### src/rtl/hazard_ctrl.sv
// Pipeline hazard controller: register scoreboard, stall/flush FSM, stall perf counter and timeout.
// Optional macro HAZARD_CTRL_BYPASS_EN: same-cycle writeback hides the busy bit from the hazard check.
module hazard_ctrl #(
  parameter int FLUSH_CYCLES = 2,
  parameter int STALL_MAX    = 15,
  parameter int CNT_W        = 16
) (
  input  logic             clock,
  input  logic             reset,
  input  logic             id_valid,
  input  logic [4:0]       id_rs1,
  input  logic [4:0]       id_rs2,
  input  logic [4:0]       id_rd,
  input  logic             id_use_rs1,
  input  logic             id_use_rs2,
  input  logic             id_regwrite,
  input  logic             ex_branch_taken,
  input  logic             wb_valid,
  input  logic [4:0]       wb_rd,
  output logic             issue,
  output logic             pc_write,
  output logic             if_id_write,
  output logic             id_ex_bubble,
  output logic             flush,
  output logic [31:0]      busy_vec,
  output logic [CNT_W-1:0] stall_count,
  output logic             stall_timeout
);

  localparam logic [1:0] ST_RUN   = 2'd0;
  localparam logic [1:0] ST_STALL = 2'd1;
  localparam logic [1:0] ST_FLUSH = 2'd2;

  localparam int         CONSEC_W     = $clog2(STALL_MAX + 1);
  localparam logic [2:0] FLUSH_RELOAD = 3'(FLUSH_CYCLES - 1);

  logic [1:0]          state_q, state_d;
  logic [2:0]          flush_cnt_q, flush_cnt_d;
  logic [31:0]         busy_q, busy_d;
  logic [CNT_W-1:0]    stall_count_q, stall_count_d;
  logic [CONSEC_W-1:0] consec_q, consec_d;
  logic                timeout_q, timeout_d;

  logic [1:0]  cur_state;
  logic [31:0] cur_busy;
  logic [31:0] hz_busy;
  logic [31:0] wb_mask;
  logic [31:0] set_mask;
  logic        hazard;
  logic        stall;

  // While reset is asserted the outputs already behave as if the registers held their reset values.
  assign cur_state = reset ? state_q : ST_RUN;
  assign cur_busy  = reset ? busy_q : 32'd0;
  assign wb_mask   = wb_valid ? (32'd1 << wb_rd) : 32'd0;

`ifdef HAZARD_CTRL_BYPASS_EN
  assign hz_busy = cur_busy & ~wb_mask;
`else
  assign hz_busy = cur_busy;
`endif

  assign hazard = id_valid &&
                  ((id_use_rs1  && (id_rs1 != 5'd0) && hz_busy[id_rs1]) ||
                   (id_use_rs2  && (id_rs2 != 5'd0) && hz_busy[id_rs2]) ||
                   (id_regwrite && (id_rd  != 5'd0) && hz_busy[id_rd]));

  assign flush        = ex_branch_taken || (cur_state == ST_FLUSH);
  assign issue        = id_valid && !hazard && !flush;
  assign stall        = hazard && !flush;
  assign pc_write     = !stall;
  assign if_id_write  = !stall;
  assign id_ex_bubble = !issue;

  assign busy_vec      = busy_q;
  assign stall_count   = stall_count_q;
  assign stall_timeout = timeout_q;

  assign set_mask = (issue && id_regwrite) ? (32'd1 << id_rd) : 32'd0;

  always_comb begin
    // NOTE: every signal gets a default first so no path through the block can infer a latch.
    state_d     = cur_state;
    flush_cnt_d = flush_cnt_q;
    if (ex_branch_taken) begin
      state_d     = ST_FLUSH;
      flush_cnt_d = FLUSH_RELOAD;
    end else begin
      case (cur_state)
        ST_RUN:   if (hazard) state_d = ST_STALL;
        ST_STALL: if (!hazard) state_d = ST_RUN;
        ST_FLUSH: begin
          if (flush_cnt_q == 3'd0) state_d = ST_RUN;
          else                     flush_cnt_d = flush_cnt_q - 3'd1;
        end
        default:  state_d = ST_RUN;
      endcase
    end
  end

  always_comb begin
    // Set is applied after clear so an issuing writer wins over a same-index writeback.
    busy_d = ((busy_q & ~wb_mask) | set_mask) & ~32'd1;

    stall_count_d = stall_count_q;
    if (stall && (stall_count_q != {CNT_W{1'b1}})) stall_count_d = stall_count_q + CNT_W'(1);

    consec_d = '0;
    if (stall) begin
      consec_d = (consec_q == CONSEC_W'(STALL_MAX)) ? consec_q : consec_q + CONSEC_W'(1);
    end

    timeout_d = timeout_q || (consec_d == CONSEC_W'(STALL_MAX));
  end

  // NOTE: sequential state uses non-blocking assignments so all flops update from pre-edge values.
  always_ff @(posedge clock) begin
    if (!reset) begin
      state_q       <= ST_RUN;
      flush_cnt_q   <= 3'd0;
      busy_q        <= 32'd0;
      stall_count_q <= '0;
      consec_q      <= '0;
      timeout_q     <= 1'b0;
    end else begin
      state_q       <= state_d;
      flush_cnt_q   <= flush_cnt_d;
      busy_q        <= busy_d;
      stall_count_q <= stall_count_d;
      consec_q      <= consec_d;
      timeout_q     <= timeout_d;
    end
  end

endmodule

### config.mk
export PLATFORM = sky130hd
export DESIGN_NAME = hazard_ctrl
export DESIGN_NICKNAME = d
export VERILOG_FILES = /design/src/rtl/hazard_ctrl.sv
export SDC_FILE = /design/constraint.sdc
export NUM_CORES = 1
export LEC_CHECK = 0
export CORE_UTILIZATION = 35
export DETAILED_ROUTE_END_ITERATION = 10
export PLACE_DENSITY = 0.64
export SYNTH_ARGS = -nofsm -noshare
export SYNTH_HDL_FRONTEND = slang
export SYNTH_SLANG_ARGS = --single-unit
### constraint.sdc
create_clock -name clock -period 6.15 [get_ports clock]
set_input_delay 1.5375 -clock clock [delete_from_list [all_inputs] [get_ports clock]]
set_output_delay 1.5375 -clock clock [all_outputs]
set_load 0.03 [all_outputs]
==> impl_metrics.csv, run 1 <==
group,metric,value,unit
global_route,grt_start_max_net_pins,33,
sta,setup_viol,0,
sta,period_share,96.82,%
die,die_x,104.4,um
global_route,grt_pass1_vias,3751,
worst_setup_path,critPathMaxStageDelay,0.54,ns
synth,seq_area_frac_synth,31.08,%
synth,netlist_top_cells_area,"dfxtp_1, o31ai_1, mux4_2",
synth,synthArstFlopShare,0,%
worst_setup_path,cp_top_family,"buffers and inverters",
routing,wl_per_cell,18.27,um
cts,ctsHtreeMaxLevel,3,
worst_setup_path,critPathMaxFanout,32,
cts,clkLatencyLatePin,0.34,ns
routing,highest-signal-layer,"met4",
synth,yosysWarnings,0,
routing,drt-total-wl,11680,um
placed_design,dp_hpwl,8559,um
die,coreArea,10230,sq um
worst_setup_path,start_kind,"primary input",
synth,synth_compound_area_share,25.70,%
routing,wl_met3,838,um
sta,timing.fmax,167.9,MHz
cts,cts.sinks,57,
sta,hold_ws,0.4211,ns
worst_setup_path,critPathSlowestCell,"or4_4",
synth,synth_common_cells,"dfxtp_1, nand2_1, o31ai_1, nand3_1, mux2i_1",
routing,drtAntennaViolNets,0,
sta,fin_skew,0.01070,ns
synth,synth_top_area_share,31.08,%
layout,fin_nets,531,
sta,min_period,5.954,ns
hold_path,hp-class,"reg2reg",
pwr,power.total,856.3,uW
synth,synth.net_count,459,
sta,drv_slew,0,
worst_setup_path,cp.arrival,4.42,ns
cts,cts_max_path_buffers,2,
routing,vias,3824,
job,maxCapViolCount,0,
synth,synth-seq-cells,57,
synth,yosys.area_share.simple,22.39,%
synth,yosys.area.top_type,"dfxtp_1",
global_route,grt_pass1_wl,19160,um
cts,cts_tree,"built",
placed_design,place_worst_setup_slack,0.06720,ns
hold_path,hold_depth,1,
synth,synthDistinctLibCells,61,
die,pin_count,82,
layout,syn_to_final_growth,29.48,%
worst_setup_path,timing.critical_path.buf_inv,5,
die,initial_core_util,35.88,%
worst_setup_path,crit_top_cell,"buf_4",
sta,slew_headroom,55.40,%
synth,synth_ff_type,"dfxtp_1",
routing,drtIter0Drc,272,
routing,wl_met2,5433,um
die,die_area,10900,sq um
pwr,p_per_area,180.1,nW/um^2
cts,numCtsBuffers,9,
sta,finalWorstSetupSlack,0.1957,ns
die,die_h,104.4,um
synth,synth-xor-area-share,0.9543,%
sta,worst_pin_slew,0.6665,ns
layout,final_util,46.46,%
synth,synth.most_common_cell,"dfxtp_1",
worst_setup_path,criticalPathCategory,"in2out",
synth,netlist_instances,427,
synth,synth_edf_count,0,
global_route,grt_overflow_total,0,
worst_setup_path,crit_cells,12,
synth,synthAdderAreaFrac,1.363,%
routing,met1Wirelength,5141,um
placed_design,io_buffers,80,
cts,cts_post_setup_buffers_inserted,0,
layout,layout-drive-gt1-share,10.74,%
die,fp-row-count,37,
cts,cts_root_buf,"clkbuf_8",
global_route,grt_usage,21.92,%
pwr,peakVddDrop,103.9,uV
placed_design,gp_congestion,0.9448,
synth,synthMuxAreaShare,12.00,%
layout,diodes,0,
outcome,status,"complete, no violations",
cts,hold_buffers,0,
worst_setup_path,rr_worst_depth,10,
pwr,p_leak,1.594,nW
routing,drc,0,
worst_setup_path,end_kind,"primary output",
synth,synth_top_family_by_area,"compound AO/OA/AOI/OAI gates",
worst_setup_path,worstPathCellList,"clkdlybuf4s50_1 -> buf_4 -> mux4_2 -> nand2_1 -> a21oi_1 -> o2111a_1 -> or4_4 -> nor2_1 -> nand2_1 -> buf_4 -> inv_1 -> buf_4",
layout,nFillCells,975,
worst_setup_path,required,4.61,ns
global_route,antenna_found_initial,0,
routing,vias_per_cell,5.984,
synth,synthesis.area,3671,sq um
synth,syn_area_per_cell,8.597,sq um
cts,clk_pin_slew,0.07,ns
sta,hold_viol,0,
sta,rsz0062_at_grt,"false",
routing,drt-pass1-iter-count,5,
sta,tns,0,ns
[kinds of logic after synthesis]
kind of cell	after synthesis
compound gates	129
xor+xnor	4
fa+ha+maj	4
buf+inv	48
flops	57
mux	32
other cells	1
simple gates	152
[where the power goes]
| group | switching, mW | leakage, nW | internal (mW) | total, mW |
|---|---|---|---|---|
| sequential | 0.00317 | 0.460 | 0.372 | 0.375 |
| clock | 0.150 | 0.102 | 0.206 | 0.356 |
| combinational | 0.0754 | 1.03 | 0.0492 | 0.125 |
| total | 0.229 | 1.59 | 0.627 | 0.856 |
[worst paths after layout]
path / from / endpoint / slack, ns
max: id_rs2[0] / issue / 0.20
min: state_q[1] / state_q[0] / 0.42
min reg2reg: state_q[1] / state_q[0] / 0.42
max reg2reg: busy_vec[6] / stall_timeout / 3.24
[layer usage]
layer	vias up	GRT usage (%)
met5	-	0
met4	0	9.184
met3	31	3.634
met2	178	35.38
met1	1815	28.83
li1	1800	-
[layout make-up]
class / count / area (sq um) / area share (%)
tap: 136 / 170.2 / 3.580
multi-input combinational: 322 / 2295 / 48.28
inverter: 15 / 56.30 / 1.185
timing repair buffer: 94 / 895.9 / 18.85
sequential: 57 / 1141 / 24.01
clock inverter: 3 / 40.04 / 0.8423
clock buffer: 12 / 155.1 / 3.264
[cell usage in the layout, fill, tap and decap left out, types with 4 or more instances in the layout]
master,count
o211ai_1,16
nor4_1,4
ha_1,4
a22oi_1,4
inv_1,14
buf_4,17
or4_1,8
nand2_1,39
nor2_1,16
mux2i_1,20
a31oi_1,4
nand3b_1,4
o21ai_0,7
nand2b_1,13
o22ai_1,6
clkbuf_8,11
and3_1,5
nor2b_1,8
mux4_2,9
or3_1,5
o31ai_1,38
clkdlybuf4s50_1,75
nand3_1,23
o311ai_0,12
a21oi_1,16
or2_2,5
o21bai_1,4
and2_1,4
nor3_1,5
dfxtp_1,57
[worst register-to-register path: cells and delay by family, from the launching register on]
family	cells	cell delay [ns]
buffers and inverters	2	0.36
AO/OA/AOI/OAI	3	0.79
multiplexers	1	0.47
AND/OR/NAND/NOR	4	0.82
flip-flops	1	0.37
[flip-flops by register name (all words and copies together), names as in the netlist]
signal and cells:
stall_timeout 1, busy_vec 31, consec_q 4, state_q 2, stall_count 16, flush_cnt_q 3
[through the flow]
| stage | instances | area [sq um] |
|---|---|---|
| 2_1_floorplan | 427 | 3671 |
| 3_3_place_gp | 624 | 4556 |
| 3_5_place_dp | 624 | 4556 |
| 4_1_cts | 639 | 4751 |
| 5_1_grt | 639 | 4753 |
| 6_report | 639 | 4753 |
[timing repair]
action                                 CTS  global route
gates resized for setup                  0             1
endpoints found under the hold margin    0             0
setup endpoints to repair                0             1
No activity file was read; power rests on OpenSTA's default activity.
==> run 2, diff against run 1 <==
--- a/config.mk
+++ b/config.mk
@@ -5,9 +5,11 @@
 export SDC_FILE = /design/constraint.sdc
 export NUM_CORES = 1
 export LEC_CHECK = 0
+export ABC_AREA = 1
 export CORE_UTILIZATION = 35
+export CTS_CLUSTER_DIAMETER = 50
 export DETAILED_ROUTE_END_ITERATION = 10
-export PLACE_DENSITY = 0.64
+export PLACE_DENSITY = 0.63
 export SYNTH_ARGS = -nofsm -noshare
 export SYNTH_HDL_FRONTEND = slang
 export SYNTH_SLANG_ARGS = --single-unit
==> impl_metrics.csv, run 2 <==
group,metric,value,unit
pwr,p_sw_share,26.88,%
worst_setup_path,critPathSlowestCell,"clkdlybuf4s50_1",
synth,synth_common_cells,"nand2_1, nand3_1, nor2_1, inv_1, dfxtp_1",
cts,ctsHtreeMaxLevel,3,
synth,synth-seq-cells,57,
synth,yosysWarnings,0,
cts,numCtsBuffers,9,
global_route,grt_pass1_wl,25210,um
sta,slew_headroom,56.52,%
worst_setup_path,required,4.61,ns
global_route,antenna_found_initial,0,
sta,period_share,94.81,%
pwr,peakVddDrop,154.2,uV
layout,fin_nets,807,
routing,vias_per_cell,5.474,
synth,synth_ff_type,"dfxtp_1",
pwr,p_leak,2.178,nW
global_route,grt_overflow_total,0,
synth,synthesis.area,4199,sq um
hold_path,hp-class,"reg2reg",
cts,clk_pin_slew,0.05,ns
die,die_h,111.5,um
layout,syn_to_final_growth,28.16,%
pwr,switching_power,287.6,uW
placed_design,dp_hpwl,11950,um
placed_design,io_buffers,80,
sta,timing.fmax,171.5,MHz
synth,synthArstFlopShare,0,%
sta,finalWorstSetupSlack,0.3191,ns
pwr,power.share.sequential,35.2,%
routing,drt-total-wl,15730,um
global_route,grt_usage,25.89,%
worst_setup_path,end_kind,"primary output",
job,maxCapViolCount,0,
die,coreArea,11560,sq um
pwr,p_int,782.3,uW
worst_setup_path,criticalPathCategory,"in2out",
worst_setup_path,worstPathCellList,"clkdlybuf4s50_1 -> nor2_1 -> nand2_1 -> nand2_1 -> nor2_1 -> o21ai_0 -> nand3_1 -> nand2_1 -> nand2_1 -> nand2_1 -> nand3_2 -> nand2_1 -> clkdlybuf4s50_1",
worst_setup_path,cp_top_family,"simple AND/OR/NAND/NOR gates",
sta,min_period,5.831,ns
die,die_x,111.5,um
synth,yosys.area.top_type,"dfxtp_1",
layout,nFillCells,1236,
placed_design,gp_congestion,0.9821,
worst_setup_path,crit_top_cell,"nand2_1",
cts,cts_post_setup_buffers_inserted,0,
layout,layout-drive-gt1-share,4.878,%
sta,rsz0062_at_grt,"false",
layout,largest_reg_flops,31,
cts,hold_buffers,0,
synth,synth.net_count,745,
sta,drv_slew,0,
routing,wl_per_cell,17.06,um
sta,tns,0,ns
routing,vias,5047,
pwr,p_per_area,198.8,nW/um^2
cts,clkLatencyLatePin,0.34,ns
placed_design,place_worst_setup_slack,0.3537,ns
layout,diodes,0,
global_route,grt_pass1_vias,4877,
synth,synthDistinctLibCells,28,
routing,drtAntennaViolNets,0,
layout,layout_common_cells,"nand2_1, nand3_1, clkdlybuf4s50_1, nor2_1, inv_1",
synth,seq_area_frac_synth,27.18,%
die,die_area,12440,sq um
worst_setup_path,start_kind,"primary input",
sta,setup_viol,0,
worst_setup_path,critPathMaxFanout,11,
cts,cts_root_buf,"clkbuf_16",
synth,netlist_instances,713,
sta,worst_pin_slew,0.6497,ns
layout,layout_commonest_cell,"nand2_1",
sta,fin_skew,0.008651,ns
pwr,power.total,1.070,mW
cts,cts_max_path_buffers,2,
outcome,failed_checks,"DRC",
synth,syn_area_per_cell,5.889,sq um
synth,synth.most_common_cell,"nand2_1",
pwr,clkPwrFrac,48.8,%
routing,drt-pass1-iter-count,9,
sta,hold_viol,0,
worst_setup_path,critPathMaxStageDelay,0.70,ns
cts,post_cts_resized,0,
routing,drtIter0Drc,404,
pwr,power.share.combinational,16.0,%
worst_setup_path,cp.arrival,4.29,ns
die,fp-row-count,39,
synth,netlist_top_cells_area,"dfxtp_1, nand2_1, nand3_1",
outcome,status,"finished with violations",
die,pin_count,82,
cts,cts.sinks,57,
global_route,grt_start_max_net_pins,62,
synth,synth_edf_count,0,
routing,drc,8,
synth,synth_top_area_share,27.18,%
cts,cts_tree,"built",
die,initial_core_util,36.31,%
worst_setup_path,timing.critical_path.buf_inv,2,
run 2: cell count changes after synthesis, moves of 20 or more:
| cell | change |
|---|---|
| mux2i_1 | -20 |
| nor2_1 | +52 |
| o31ai_1 | -38 |
| a21oi_1 | +33 |
| nand2_1 | +161 |
| inv_1 | +50 |
| nand3_1 | +67 |
| nand4_1 | +44 |
| o21ai_0 | +24 |
run 2: cell families (layout without fill, tap and decap cells):
family / count (synthesis) / in the layout / synth area share [%]
adder cells (fa/ha/maj): 4 / 4 / 1.192
AO/OA/AOI/OAI: 83 / 83 / 10.10
XOR/XNOR: 14 / 14 / 2.920
buffers and inverters: 112 / 178 / 11.38
flip-flops: 57 / 57 / 27.18
AND/OR/NAND/NOR: 442 / 442 / 47.14
other: 1 / 1 / 0.08931
run 2: area by class of cell:
type	instances	area [sq um]	share of cell area (%)
sequential	57	1141	21.20
timing repair buffer	93	903.4	16.79
inverter	70	262.8	4.883
clock inverter	2	35.03	0.6510
clock buffer	13	280.3	5.208
tap	143	178.9	3.325
multi-input combinational	544	2580	47.94
run 2: power groups by stage:
stage / clock (mW) / combinational (mW) / sequential, mW
after CTS: 0.528 / 0.169 / 0.376
after global placement: 0 / 0.168 / 0.384
after floorplan: 0 / 0.111 / 0.386
after global routing: 0.548 / 0.189 / 0.376
final: 0.522 / 0.171 / 0.376
after detailed placement: 0 / 0.169 / 0.384
run 2: metrics by stage:
step | util [%] | hold slack (ns) | cells | instance area, sq um
after floorplan | - | 0.4413 | 713 | 4199
after global placement | 43.81 | 0.4533 | 907 | 5066
after detailed placement | 43.81 | 0.4671 | 907 | 5066
after CTS | 46.53 | 0.4739 | 922 | 5381
after global routing | 46.53 | 0.4869 | 922 | 5381
final | 46.53 | 0.4711 | 922 | 5381
run 2: path summary, 6_finish.rpt:
path | startpoint | endpoint | slack (ns) | cells after the start
worst max register to register | stall_count[0] | stall_count[1] | 3.38 | 8
worst min-delay path | flush_cnt_q[0] | flush_cnt_q[0] | 0.47 | 2
worst max-delay path | id_rs1[0] | if_id_write | 0.32 | 13
worst min register to register | flush_cnt_q[0] | flush_cnt_q[0] | 0.47 | 2
run 2: metal layers:
layer	part of all wire, %	wire (um)	global-route usage (%)	up-vias
li1	-	-	-	2483
met1	42	6605	32.40	2307
met4	3.7	583	14.14	0
met2	47	7425	43.17	219
met5	0	0	0	-
met3	7.1	1120	3.430	38
run 2: tightest hold or removal path, stage by stage (launching register included):
cell and delay [ns]:
dfxtp_1 0.30, nand2_1 0.06, a21oi_1 0.06
==> run 3, diff against run 2 <==
--- a/config.mk
+++ b/config.mk
@@ -7,6 +7,7 @@
 export LEC_CHECK = 0
 export ABC_AREA = 1
 export CORE_UTILIZATION = 35
+export CTS_BUF_LIST = sky130_fd_sc_hd__clkbuf_16
 export CTS_CLUSTER_DIAMETER = 50
 export DETAILED_ROUTE_END_ITERATION = 10
 export PLACE_DENSITY = 0.63
==> impl_metrics.csv, run 3 (synthesis gave the netlist of run 2 again) <==
group,metric,value,unit
global_route,grt_overflow_total,0,
cts,hold_buffers,0,
cts,cts_post_setup_buffers_inserted,0,
cts,cts_max_path_buffers,2,
layout,diodes,0,
placed_design,placed_cell_area,5066,sq um
die,die_area,12440,sq um
sta,rsz0062_at_grt,"false",
cts,cts_root_buf,"clkbuf_16",
sta,period_share,94.79,%
worst_setup_path,critPathMaxStageDelay,0.70,ns
routing,drtAntennaViolNets,0,
pwr,peakVddDrop,153.7,uV
global_route,grt_start_max_net_pins,62,
sta,setup_viol,0,
worst_setup_path,crit_top_cell,"nand2_1",
routing,drt-total-wl,15700,um
placed_design,placed_cells,907,
routing,drtIter0Drc,405,
layout,fin_nets,807,
global_route,antenna_found_initial,0,
worst_setup_path,start_kind,"primary input",
layout,final_area,5341,sq um
worst_setup_path,timing.critical_path.buf_inv,2,
die,initial_core_util,36.31,%
routing,drt-pass1-iter-count,11,
cts,clkLatencyLatePin,0.33,ns
cts,post_cts_resized,0,
worst_setup_path,critPathSlowestCell,"clkdlybuf4s50_1",
placed_design,dp_hpwl,11950,um
worst_setup_path,cp_top_family,"simple AND/OR/NAND/NOR gates",
worst_setup_path,cp.arrival,4.29,ns
die,coreArea,11560,sq um
sta,timing.fmax,171.5,MHz
job,maxCapViolCount,0,
sta,fin_skew,0.006924,ns
cts,clk_pin_slew,0.05,ns
cts,ctsHtreeMaxLevel,3,
die,pin_count,82,
global_route,grt_pass1_vias,4887,
cts,cts.sinks,57,
layout,largest_reg_flops,31,
placed_design,io_buffers,80,
sta,tns,0,ns
placed_design,gp_congestion,0.9821,
cts,numCtsBuffers,9,
worst_setup_path,required,4.61,ns
layout,syn_to_final_growth,27.20,%
sta,hold_viol,0,
sta,min_period,5.830,ns
routing,wl_per_cell,17.03,um
layout,layout_common_cells,"nand2_1, nand3_1, clkdlybuf4s50_1, nor2_1, inv_1",
worst_setup_path,critPathMaxFanout,11,
worst_setup_path,worstPathCellList,"clkdlybuf4s50_1 -> nor2_1 -> nand2_1 -> nand2_1 -> nor2_1 -> o21ai_0 -> nand3_1 -> nand2_1 -> nand2_1 -> nand2_1 -> nand3_2 -> nand2_1 -> clkdlybuf4s50_1",
layout,layout-drive-gt1-share,4.365,%
sta,drv_slew,0,
global_route,grt_pass1_wl,25230,um
pwr,p_per_area,190.2,nW/um^2
sta,slew_headroom,57.77,%
worst_setup_path,end_kind,"primary output",
die,die_x,111.5,um
routing,vias_per_cell,5.498,
global_route,grt_usage,25.92,%
routing,vias,5069,
outcome,failed_checks,"DRC",
layout,layout_commonest_cell,"nand2_1",
routing,drc,8,
sta,worst_pin_slew,0.6311,ns
die,die_h,111.5,um
outcome,status,"finished with violations",
pwr,p_leak,2.156,nW
worst_setup_path,criticalPathCategory,"in2out",
die,fp-row-count,39,
cts,cts_tree,"built",
layout,stdcell_count,922,
hold_path,hp-class,"reg2reg",
[run 3: cell type report]
class	count	area (sq um)
sequential	57	1141
tap	143	178.9
clock buffer	9	225.2
inverter	70	262.8
timing repair buffer	93	903.4
multi-input combinational	544	2580
fill	1238	6223
clock inverter	6	50.05
[run 3: per-stage QoR]
stage / setup slack [ns] / hold WS, ns / utilization [%] / power (mW)
floorplan: 1.405 / 0.4413 / - / 0.4963
global placement: 0.3396 / 0.4533 / 43.81 / 0.5519
detailed placement: 0.3537 / 0.4671 / 43.81 / 0.5521
CTS: 0.3257 / 0.4739 / 46.19 / 1.021
global route: 0.07281 / 0.4869 / 46.19 / 1.062
finish: 0.3204 / 0.4711 / 46.19 / 1.016
[run 3: routing by layer]
metal	up-vias	share of wire (%)	track usage, %
met5	-	0	0
met4	0	3.6	14.14
met3	40	6.8	3.430
met2	223	47	43.13
met1	2322	42	32.50
li1	2484	-	-
[run 3: report_power, final]
group | total [mW] | leakage, nW | switching [mW] | internal, mW
sequential | 0.376 | 0.460 | 0.00292 | 0.373
combinational | 0.171 | 1.56 | 0.116 | 0.0550
clock | 0.468 | 0.135 | 0.165 | 0.304
[run 3: path summary, 6_finish.rpt]
check / startpoint / to / slack [ns] / depth (start not counted)
max: id_rs1[0] / if_id_write / 0.32 / 13
min: flush_cnt_q[0] / flush_cnt_q[0] / 0.47 / 2
max reg2reg: stall_count[0] / stall_count[1] / 3.39 / 8
min reg2reg: flush_cnt_q[0] / flush_cnt_q[0] / 0.47 / 2
[run 3: worst register-to-register path: stages (launching register included)]
cell and delay [ns]:
dfxtp_1 0.40, ha_1 0.22, nand3_1 0.13, nor2_1 0.23, nand3_1 0.19, nand3b_1 0.55, nand3_1 0.65, o21ai_0 0.16
a21oi_1 0.14
